`src/rtl/aes_pkg.sv`:
```
// Shared AES constants, GF(2^8) helpers and engine types for the MixColumns datapath.
package aes_pkg;
   localparam int AES_BLOCK_W = 128;
   localparam int AES_COL_W   = 32;

   localparam logic [7:0] AES_GF_POLY = 8'h1B;
   localparam logic [7:0] GF_2 = 8'h02;
   localparam logic [7:0] GF_3 = 8'h03;
   localparam logic [7:0] GF_9 = 8'h09;
   localparam logic [7:0] GF_B = 8'h0B;
   localparam logic [7:0] GF_D = 8'h0D;
   localparam logic [7:0] GF_E = 8'h0E;

   typedef enum logic [1:0] {ST_IDLE, ST_BUSY, ST_DONE} mc_state_e;

   typedef struct packed {
      logic [AES_BLOCK_W-1:0] data;
      logic                   inv;
      logic                   bypass;
   } mc_req_t;

   function automatic logic [7:0] xtime(input logic [7:0] x);
      return {x[6:0], 1'b0} ^ (x[7] ? AES_GF_POLY : 8'h00);
   endfunction

   // Multiplier c is always a constant at the call sites, so this folds to a few XORs.
   function automatic logic [7:0] gf_mul(input logic [7:0] a, input logic [7:0] c);
      logic [7:0] acc;
      logic [7:0] p;
      logic [7:0] cc;
      acc = 8'h00;
      p   = a;
      cc  = c;
      for (int i = 0; i < 8; i++) begin
         if (cc[0]) acc = acc ^ p;
         p  = xtime(p);
         cc = cc >> 1;
      end
      return acc;
   endfunction
endpackage

```
`src/rtl/mix_column_word.sv`:
```
// Combinational single-column MixColumns / InvMixColumns / pass-through transform.
module mix_column_word
   import aes_pkg::*;
(
   input  logic [AES_COL_W-1:0] col_in,
   input  logic                 inv,
   input  logic                 bypass,
   output logic [AES_COL_W-1:0] col_out
);
   // Element 3 is byte 0 (MSB byte) of the column.
   logic [3:0][7:0] a;
   logic [3:0][7:0] fwd;
   logic [3:0][7:0] rev;

   assign a = col_in;

   for (genvar r = 0; r < 4; r++) begin : g_row
      localparam int B0 = 3 - r;
      localparam int B1 = 3 - ((r + 1) % 4);
      localparam int B2 = 3 - ((r + 2) % 4);
      localparam int B3 = 3 - ((r + 3) % 4);
      assign fwd[3-r] = gf_mul(a[B0], GF_2) ^ gf_mul(a[B1], GF_3) ^ a[B2] ^ a[B3];
      assign rev[3-r] = gf_mul(a[B0], GF_E) ^ gf_mul(a[B1], GF_B)
                      ^ gf_mul(a[B2], GF_D) ^ gf_mul(a[B3], GF_9);
   end

   assign col_out = bypass ? col_in : (inv ? rev : fwd);
endmodule

```
`src/rtl/mix_columns_engine.sv`:
```
// Iterative MixColumns engine: transforms COLS_PER_CYCLE columns per BUSY cycle, valid/ready on both sides.
module mix_columns_engine
   import aes_pkg::*;
#(
   parameter int COLS_PER_CYCLE = 1
) (
   input  logic                   clk,
   input  logic                   rst,
   input  logic                   in_valid,
   output logic                   in_ready,
   input  logic [AES_BLOCK_W-1:0] in_data,
   input  logic                   in_inv,
   input  logic                   in_bypass,
   output logic                   out_valid,
   input  logic                   out_ready,
   output logic [AES_BLOCK_W-1:0] out_data
);
   localparam int ITER    = 4 / COLS_PER_CYCLE;
   localparam int CNT_W   = (ITER > 1) ? $clog2(ITER) : 1;
   localparam int CHUNK_W = AES_COL_W * COLS_PER_CYCLE;

   if (!(COLS_PER_CYCLE == 1 || COLS_PER_CYCLE == 2 || COLS_PER_CYCLE == 4)) begin : g_bad_cpc
      $error("mix_columns_engine: COLS_PER_CYCLE must be 1, 2 or 4");
   end

   mc_state_e              state_q, state_d;
   logic [CNT_W-1:0]       col_cnt_q, col_cnt_d;
   mc_req_t                req_q, req_d;
   logic [AES_BLOCK_W-1:0] res_q, res_d;
   logic [AES_BLOCK_W-1:0] out_q, out_d;

   logic [CNT_W-1:0]                         chunk_idx;
   logic [6:0]                               lo;
   logic                                     last;
   logic [COLS_PER_CYCLE-1:0][AES_COL_W-1:0] lane_in;
   logic [COLS_PER_CYCLE-1:0][AES_COL_W-1:0] lane_out;

   // col_cnt 0 selects the most significant chunk, so the low bit offset counts down.
   assign chunk_idx = CNT_W'(ITER - 1) - col_cnt_q;
   assign lo        = 7'(int'(chunk_idx) * CHUNK_W);
   assign lane_in   = req_q.data[lo +: CHUNK_W];
   assign last      = (col_cnt_q == CNT_W'(ITER - 1));

   for (genvar l = 0; l < COLS_PER_CYCLE; l++) begin : g_lane
      mix_column_word u_col (
         .col_in  (lane_in[l]),
         .inv     (req_q.inv),
         .bypass  (req_q.bypass),
         .col_out (lane_out[l])
      );
   end

   always_comb begin
      state_d   = state_q;
      col_cnt_d = col_cnt_q;
      req_d     = req_q;
      res_d     = res_q;
      out_d     = out_q;
      in_ready  = 1'b0;
      case (state_q)
         ST_IDLE: in_ready = 1'b1;
         ST_BUSY: begin
            res_d[lo +: CHUNK_W] = lane_out;
            col_cnt_d            = col_cnt_q + CNT_W'(1);
            if (last) begin
               col_cnt_d = '0;
               out_d     = res_d;
               state_d   = ST_DONE;
            end
         end
         ST_DONE: begin
            in_ready = out_ready;
            if (out_ready) state_d = ST_IDLE;
         end
         default: state_d = ST_IDLE;
      endcase
      if (rst) in_ready = 1'b0;
      // A DONE-state accept overrides the return to IDLE: next block starts with no bubble.
      if (in_valid && in_ready) begin
         req_d     = '{data: in_data, inv: in_inv, bypass: in_bypass};
         col_cnt_d = '0;
         state_d   = ST_BUSY;
      end
   end

   always_ff @(posedge clk) begin
      if (rst) begin
         state_q   <= ST_IDLE;
         col_cnt_q <= '0;
         req_q     <= '0;
         res_q     <= '0;
         out_q     <= '0;
      end else begin
         state_q   <= state_d;
         col_cnt_q <= col_cnt_d;
         req_q     <= req_d;
         res_q     <= res_d;
         out_q     <= out_d;
      end
   end

   assign out_valid = (state_q == ST_DONE);
   assign out_data  = out_q;
endmodule

```
`config.mk`:
```
export PLATFORM = sky130hd
export DESIGN_NAME = mix_columns_engine
export DESIGN_NICKNAME = d
export VERILOG_FILES = /design/src/rtl/aes_pkg.sv /design/src/rtl/mix_column_word.sv /design/src/rtl/mix_columns_engine.sv
export SDC_FILE = /design/constraint.sdc
export NUM_CORES = 1
export LEC_CHECK = 0
export ABC_AREA = 1
export BUFFER_PORTS_ARGS = -buffer_cell sky130_fd_sc_hd__buf_2
export CAP_MARGIN = 20
export CELL_PAD_IN_SITES_DETAIL_PLACEMENT = 0
export CELL_PAD_IN_SITES_GLOBAL_PLACEMENT = 1
export CORE_ASPECT_RATIO = 0.6
export CORE_MARGIN = 1.5
export CORE_UTILIZATION = 38
export DETAILED_ROUTE_END_ITERATION = 7
export GPL_TIMING_DRIVEN = 0
export HOLD_SLACK_MARGIN = 0.12
export PLACE_DENSITY = 0.83
export SLEW_MARGIN = 0
export SYNTH_ARGS = -nofsm -noshare
export SYNTH_HDL_FRONTEND = slang
export SYNTH_HIERARCHICAL = 1
export SYNTH_SLANG_ARGS = --single-unit
```
`constraint.sdc`:
```
create_clock -name clk -period 2.8 [get_ports clk]
set_input_delay 0.56 -clock clk [delete_from_list [all_inputs] [get_ports clk]]
set_output_delay 0.56 -clock clk [all_outputs]
set_load 0.05 [all_outputs]
```
==> results.yml, run 1 <==
worst_setup_path:
  path_delay_family: "simple AND/OR/NAND/NOR gates"
  cp_num_buf_inv: 6
  start_kind: "register"
  crit_chain: "buf_12 -> o21ai_0 -> o22ai_4 -> buf_6 -> inv_4 -> nand2_1 -> nand2_4 -> xor2_4 -> xor2_4 -> inv_1 -> nand2_1 -> nand2_1 -> nand2_1 -> nand3_2 -> a21oi_4 -> inv_2 -> nor2_4 -> nand3_2 -> nand3_1 -> nand2_1 -> inv_1"
  crit_path_end_kind: "register"
  critPathKind: "register to register"
  crit_fanout: 10
  required_ns: 3.33
  cp_common_cell: "nand2_1"
  slowest_delay_ns: 0.40
  critPathSlowestCell: "dfxtp_4"
  cp.arrival_ns: 3.98
cts:
  cts.reportedPaths.clkPinSlew_ns: 0.06
  cts.sinks: 390
  cts_buffers: 41
  insertion_delay_ns: 0.61
  hold_buffers: 0
  clockBufferDepth: 3
  root_buffer: "clkbuf_16"
  h-tree-depth: 2
  cts_tree: "done"
global_routing:
  grt_pass1_wl_mm: 141.8
  track_usage_pct: 28.87
  grt_max_degree: 14
  grt-ovfl-total: 0
  first_global_vias: 23330
  antenna_found_initial: 4
floorplan:
  fp.dieH_um: 198.3
  rows: 71
  initial_core_util_pct: 38.52
  io-pin-count: 264
  fp.coreArea_um2: 62720
  die_x_um: 328.5
  die-area_um2: 65160
logic_synthesis:
  synth_area_per_cell_um2: 6.062
  synth_most_common_cell: "nand2_1"
  synthesis.nets: 4125
  yosysTopAreaCellShare_pct: 32.31
  yosysUniqueCellTypes: 36
  yosys.area.top_type: "dfxtp_1"
  netlist_area_um2: 24160
  ys_ff_latch: 390
  netlist_instances: 3986
  ys_top_cells_by_area: "dfxtp_1 (32%), nand2_1 (16%), nor2_1 (10%)"
  yosys_warnings: 6
  async_reset_ff_share_pct: 0
  synth_common_cells: "nand2_1 (1033), nor2_1 (652), inv_1 (617), nand3_1 (416), dfxtp_1 (390)"
  synth_edf_count: 0
  synth_ff_type: "dfxtp_1"
  yosysSeqAreaShare_pct: 32.31
route:
  dr.pass1.iters: 6
  drc: 0
  vias: 26180
  drtAntennaViolNets: 0
  vias_per_cell: 4.916
  wirelength_mm: 96.35
  dr.first_iter.drc_count: 2707
  post_drt_wl_per_cell_um: 18.09
sta:
  fin_skew_ns: 0.03816
  hold_viol_final: 0
  min_period_ns: 3.449
  worst_slew_pin_slew_ns: 0.8929
  max-slew-margin-rel_pct: 40.47
  max_freq_mhz: 289.9
  grt_setup_unrepaired: "yes"
  setup_viol: 256
  post-route-period-util_pct: 123.2
  timing.final.ws_setup_ns: -0.6489
  finalMaxSlewViolations: 0
cells_and_area:
  drive_gt1_share_pct: 25.16
  nNetsFinal: 4593
  area_growth_pct: 36.10
  instances_no_fill: 5326
job:
  maxCapViolCount: 0
power:
  p_leak_nw: 16.71
  power_mw: 26.41
  powerDensity_nw_per_um2: 803.0
  ir_worst_vdd_mv: 0.4699
placed_design:
  place_hpwl_mm: 71.48
  dpl.cell_count: 5087
  pre_cts_ws_ns: -2.675
  gp_congestion: 1.021
  io_buffers: 262
status:
  status: "finished, violations left"
  violations: "setup timing"
min_path:
  hp-class: "primary input to register"
==> layout by cell type, fill, tap and decap left out, drive strengths merged <==
| cell type | netlist | final |
|---|---|---|
| or2 | 10 | 10 |
| nand2 | 1085 | 1085 |
| nor2 | 653 | 653 |
| inv | 656 | 655 |
| a31oi | 9 | 9 |
| o22ai | 32 | 32 |
| bufinv | 0 | 2 |
| buf | 157 | 586 |
| nand3 | 422 | 422 |
| dfxtp | 390 | 390 |
| xnor2 | 84 | 84 |
| o21ai | 90 | 90 |
| clkinv | 2 | 8 |
| a21oi | 162 | 162 |
| clkbuf | 72 | 134 |
| ha | 5 | 5 |
| xor2 | 152 | 152 |
| o31ai | 1 | 1 |
| nand3b | 3 | 3 |
| nand2b | 1 | 1 |
| diode | 0 | 3 |
==> layer usage <==
layer / vias up / global-route usage (%) / part of all wire (%)
met4: 4 / 5.854 / 1.8
met5: - / 0 / 0.029
li1: 12910 / - / -
met1: 12080 / 44.19 / 48
met3: 115 / 9.848 / 12
met2: 1073 / 37.89 / 38
==> layout make-up <==
class                           count  area, µm²
Fill cell                        6334      29830
Buffer                            227       1504
Timing Repair Buffer              427       3032
Sequential cell                   390       7815
Clock buffer                       66       1271
Tap cell                          839       1050
Multi-Input combinational cell   2709      15520
Clock inverter                      7      117.6
Inverter                          658       2572
Antenna cell                        3      7.507
==> sequential cells by signal (all words and copies together) (netlist names) <==
| name | count |
|---|---|
| col_cnt_q | 2 |
| out_data | 128 |
| req_q | 130 |
| res_q | 128 |
| state_q | 2 |
==> metrics by stage <==
step / hold slack [ns] / TNS [ns] / util [%] / cell area (µm²)
2_1_floorplan: 0.4852 / -0.04899 / - / 24210
3_3_place_gp: 0.5000 / -475.04 / 42.36 / 26570
3_5_place_dp: 0.4970 / -470.51 / 42.36 / 26570
4_1_cts: 0.1484 / -103.11 / 49.49 / 31040
5_1_grt: 0.1738 / -147.91 / 52.42 / 32880
6_report: 0.1793 / -113.62 / 52.43 / 32890
==> worst register-to-register path: stages, from the launching register on <==
cell	delay (ns)
dfxtp_4	0.40
buf_12	0.17
o21ai_0	0.39
o22ai_4	0.16
buf_6	0.16
inv_4	0.08
nand2_1	0.09
nand2_4	0.18
xor2_4	0.24
xor2_4	0.22
inv_1	0.06
nand2_1	0.07
nand2_1	0.06
nand2_1	0.07
nand3_2	0.11
a21oi_4	0.21
inv_2	0.07
nor2_4	0.24
nand3_2	0.18
nand3_1	0.12
nand2_1	0.05
inv_1	0.04
==> final timing paths <==
kind / startpoint / slack, ns / to / cells after the start
setup / recovery: col_cnt_q[0] / -0.65 / res_q[43] / 21
hold / removal: in_data[71] / 0.18 / req_q[73] / 3
setup reg to reg: col_cnt_q[0] / -0.65 / res_q[43] / 21
hold reg to reg: req_q[43] / 0.51 / req_q[43] / 4
==> logic make-up after synthesis <==
kind of cell	share of synthesized area, %
adder cells (fa/ha/maj)	0.2589
buffers and inverters	14.82
flip-flops	32.31
XOR/XNOR	9.207
AND/OR/NAND/NOR	37.07
AO/OA/AOI/OAI	6.328
==> timing repair <==
action                                  4_1_cts  5_1_grt
cloned                                        2        1
endpoints found under the setup margin      256      257
gates resized for setup                     471      275
setup buffers                               102       58
pin swaps                                   102      126
endpoints found under the hold margin         0        0
==> report_power, final <==
group	switching (mW)	internal [mW]
logic	8.81	5.65
registers	0.211	5.93
clock network	2.50	3.31
No activity file was read; power rests on OpenSTA's default activity.
==> inputs of run 2 (changes only) <==
--- a/config.mk
+++ b/config.mk
@@ -10,13 +10,14 @@
 export CAP_MARGIN = 20
 export CELL_PAD_IN_SITES_DETAIL_PLACEMENT = 0
 export CELL_PAD_IN_SITES_GLOBAL_PLACEMENT = 1
-export CORE_ASPECT_RATIO = 0.6
+export CORE_ASPECT_RATIO = 0.5
 export CORE_MARGIN = 1.5
 export CORE_UTILIZATION = 38
 export DETAILED_ROUTE_END_ITERATION = 7
 export GPL_TIMING_DRIVEN = 0
 export HOLD_SLACK_MARGIN = 0.12
 export PLACE_DENSITY = 0.83
+export SKIP_CTS_REPAIR_TIMING = 1
 export SLEW_MARGIN = 0
 export SYNTH_ARGS = -nofsm -noshare
 export SYNTH_HDL_FRONTEND = slang
==> results.yml, run 2 (same netlist as run 1, synthesis figures left out) <==
placed_design:
  placed_area_um2: 26570
  dpl.cell_count: 5085
  pre_cts_ws_ns: -2.531
  gp_congestion: 0.9644
  place_hpwl_mm: 68.55
  io_buffers: 262
global_routing:
  track_usage_pct: 26.91
  grt_max_degree: 17
  grt-ovfl-total: 0
  grt_pass1_wl_mm: 135.1
  first_global_vias: 23050
  antenna_found_initial: 1
floorplan:
  fp.dieH_um: 181.3
  io-pin-count: 264
  rows: 65
  fp.coreArea_um2: 62950
  die_x_um: 359.6
  die-area_um2: 65200
  initial_core_util_pct: 38.38
route:
  vias_per_cell: 4.902
  dr.first_iter.drc_count: 2426
  vias: 26000
  post_drt_wl_per_cell_um: 17.55
  dr.pass1.iters: 6
  wirelength_mm: 93.12
  drtAntennaViolNets: 0
  drc: 0
worst_setup_path:
  cp_num_buf_inv: 8
  critPathKind: "register to register"
  crit_fanout: 10
  crit_path_end_kind: "register"
  start_kind: "register"
  slowest_delay_ns: 0.44
  path_delay_family: "simple AND/OR/NAND/NOR gates"
  critPathSlowestCell: "dfxtp_4"
  cp.arrival_ns: 4.16
  required_ns: 3.32
  cp_common_cell: "nand2_1"
  crit_chain: "clkinvlp_4 -> buf_12 -> buf_8 -> o21ai_0 -> o22ai_2 -> clkinv_4 -> buf_12 -> buf_4 -> nand3_2 -> nand2_1 -> nand2_1 -> nand2_2 -> nand3_2 -> nand2_1 -> nand2_1 -> nand3_1 -> nand3_4 -> a21oi_4 -> inv_2 -> nor2_4 -> nand3_2 -> nand3_2 -> nand2_1 -> inv_1"
cts:
  root_buffer: "clkbuf_16"
  cts_buffers: 38
  clockBufferDepth: 3
  cts.sinks: 390
  insertion_delay_ns: 0.58
  cts.reportedPaths.clkPinSlew_ns: 0.09
  cts_tree: "done"
  h-tree-depth: 2
sta:
  max-slew-margin-rel_pct: 17.45
  finalMaxSlewViolations: 0
  timing.final.ws_setup_ns: -0.8421
  setup_viol: 256
  grt_setup_unrepaired: "yes"
  hold_viol_final: 0
  setup_tns_ns: -163.43
  post-route-period-util_pct: 130.1
  hold_ws_ns: 0.2040
  fin_skew_ns: 0.02910
  worst_slew_pin_slew_ns: 1.238
  max_freq_mhz: 274.6
  min_period_ns: 3.642
cells_and_area:
  utilization_pct: 49.80
  largest-register: "req_q"
  mostFrequentLayoutCells: "nand2_1 (988), nor2_1 (610), inv_1 (604)"
  drive_gt1_share_pct: 22.07
  final_common_cell: "nand2_1"
  largest_reg_flops: 130
  nNetsFinal: 4578
  area_growth_pct: 29.74
  instances_no_fill: 5305
  fin_area_um2: 31350
status:
  violations: "setup timing"
  status: "finished, violations left"
min_path:
  hp-class: "primary input to register"
job:
  maxCapViolCount: 0
power:
  power_mw: 25.00
  ir_worst_vdd_mv: 0.4164
  powerDensity_nw_per_um2: 797.5
  p_leak_nw: 16.27
run 2: changes by cell type in the layout (fill, tap and decap cells not counted), sizes merged, moves of 4 or more:
| cell | previous run | this run |
|---|---|---|
| clkbuf | 134 | 111 |
| buf | 586 | 580 |
| clkinv | 8 | 14 |
| clkinvlp | 0 | 5 |
| bufinv | 2 | 6 |
| inv | 655 | 651 |
run 2: metal layers:
metal | vias up | track usage, % | wire (µm)
met5 | - | 0 | 0
met4 | 0 | 7.559 | 2532
met3 | 144 | 4.709 | 6901
met2 | 870 | 43.21 | 42240
met1 | 12110 | 36.95 | 41450
li1 | 12880 | - | -
run 2: path summary, 6_finish.rpt:
check,start,end,slack (ns),cells after the start
min reg2reg,req_q[43],req_q[43],0.51,4
max reg2reg,col_cnt_q[0],res_q[44],-0.84,24
max,col_cnt_q[0],res_q[44],-0.84,24
min,in_bypass,req_q[0],0.20,3
run 2: power by group:
part           switching [mW]  internal (mW)
logic                    8.14           4.81
clock network            2.54           3.38
registers               0.206           5.92
total                    10.9           14.1
run 2: worst register-to-register path: stages, from the launching register on:
cell and delay (ns):
dfxtp_4 0.44, clkinvlp_4 0.15, buf_12 0.17, buf_8 0.19, o21ai_0 0.22, o22ai_2 0.17, clkinv_4 0.10, buf_12 0.12
buf_4 0.11, nand3_2 0.12, nand2_1 0.12, nand2_1 0.07, nand2_2 0.13, nand3_2 0.09, nand2_1 0.06, nand2_1 0.06
nand3_1 0.14, nand3_4 0.13, a21oi_4 0.29, inv_2 0.09, nor2_4 0.28, nand3_2 0.17, nand3_2 0.09, nand2_1 0.05
inv_1 0.04
run 2: area by class of cell:
| class | count | area, µm² |
|---|---|---|
| fillers | 6460 | 31600 |
| well taps | 837 | 1047 |
| plain buffers | 229 | 1368 |
| clock buffers | 50 | 1106 |
| clock inverters | 18 | 310.3 |
| flip-flops and latches | 390 | 7815 |
| multi-input cells | 2709 | 14450 |
| diodes | 1 | 2.502 |
| repair buffers | 413 | 2708 |
| inverters | 658 | 2545 |
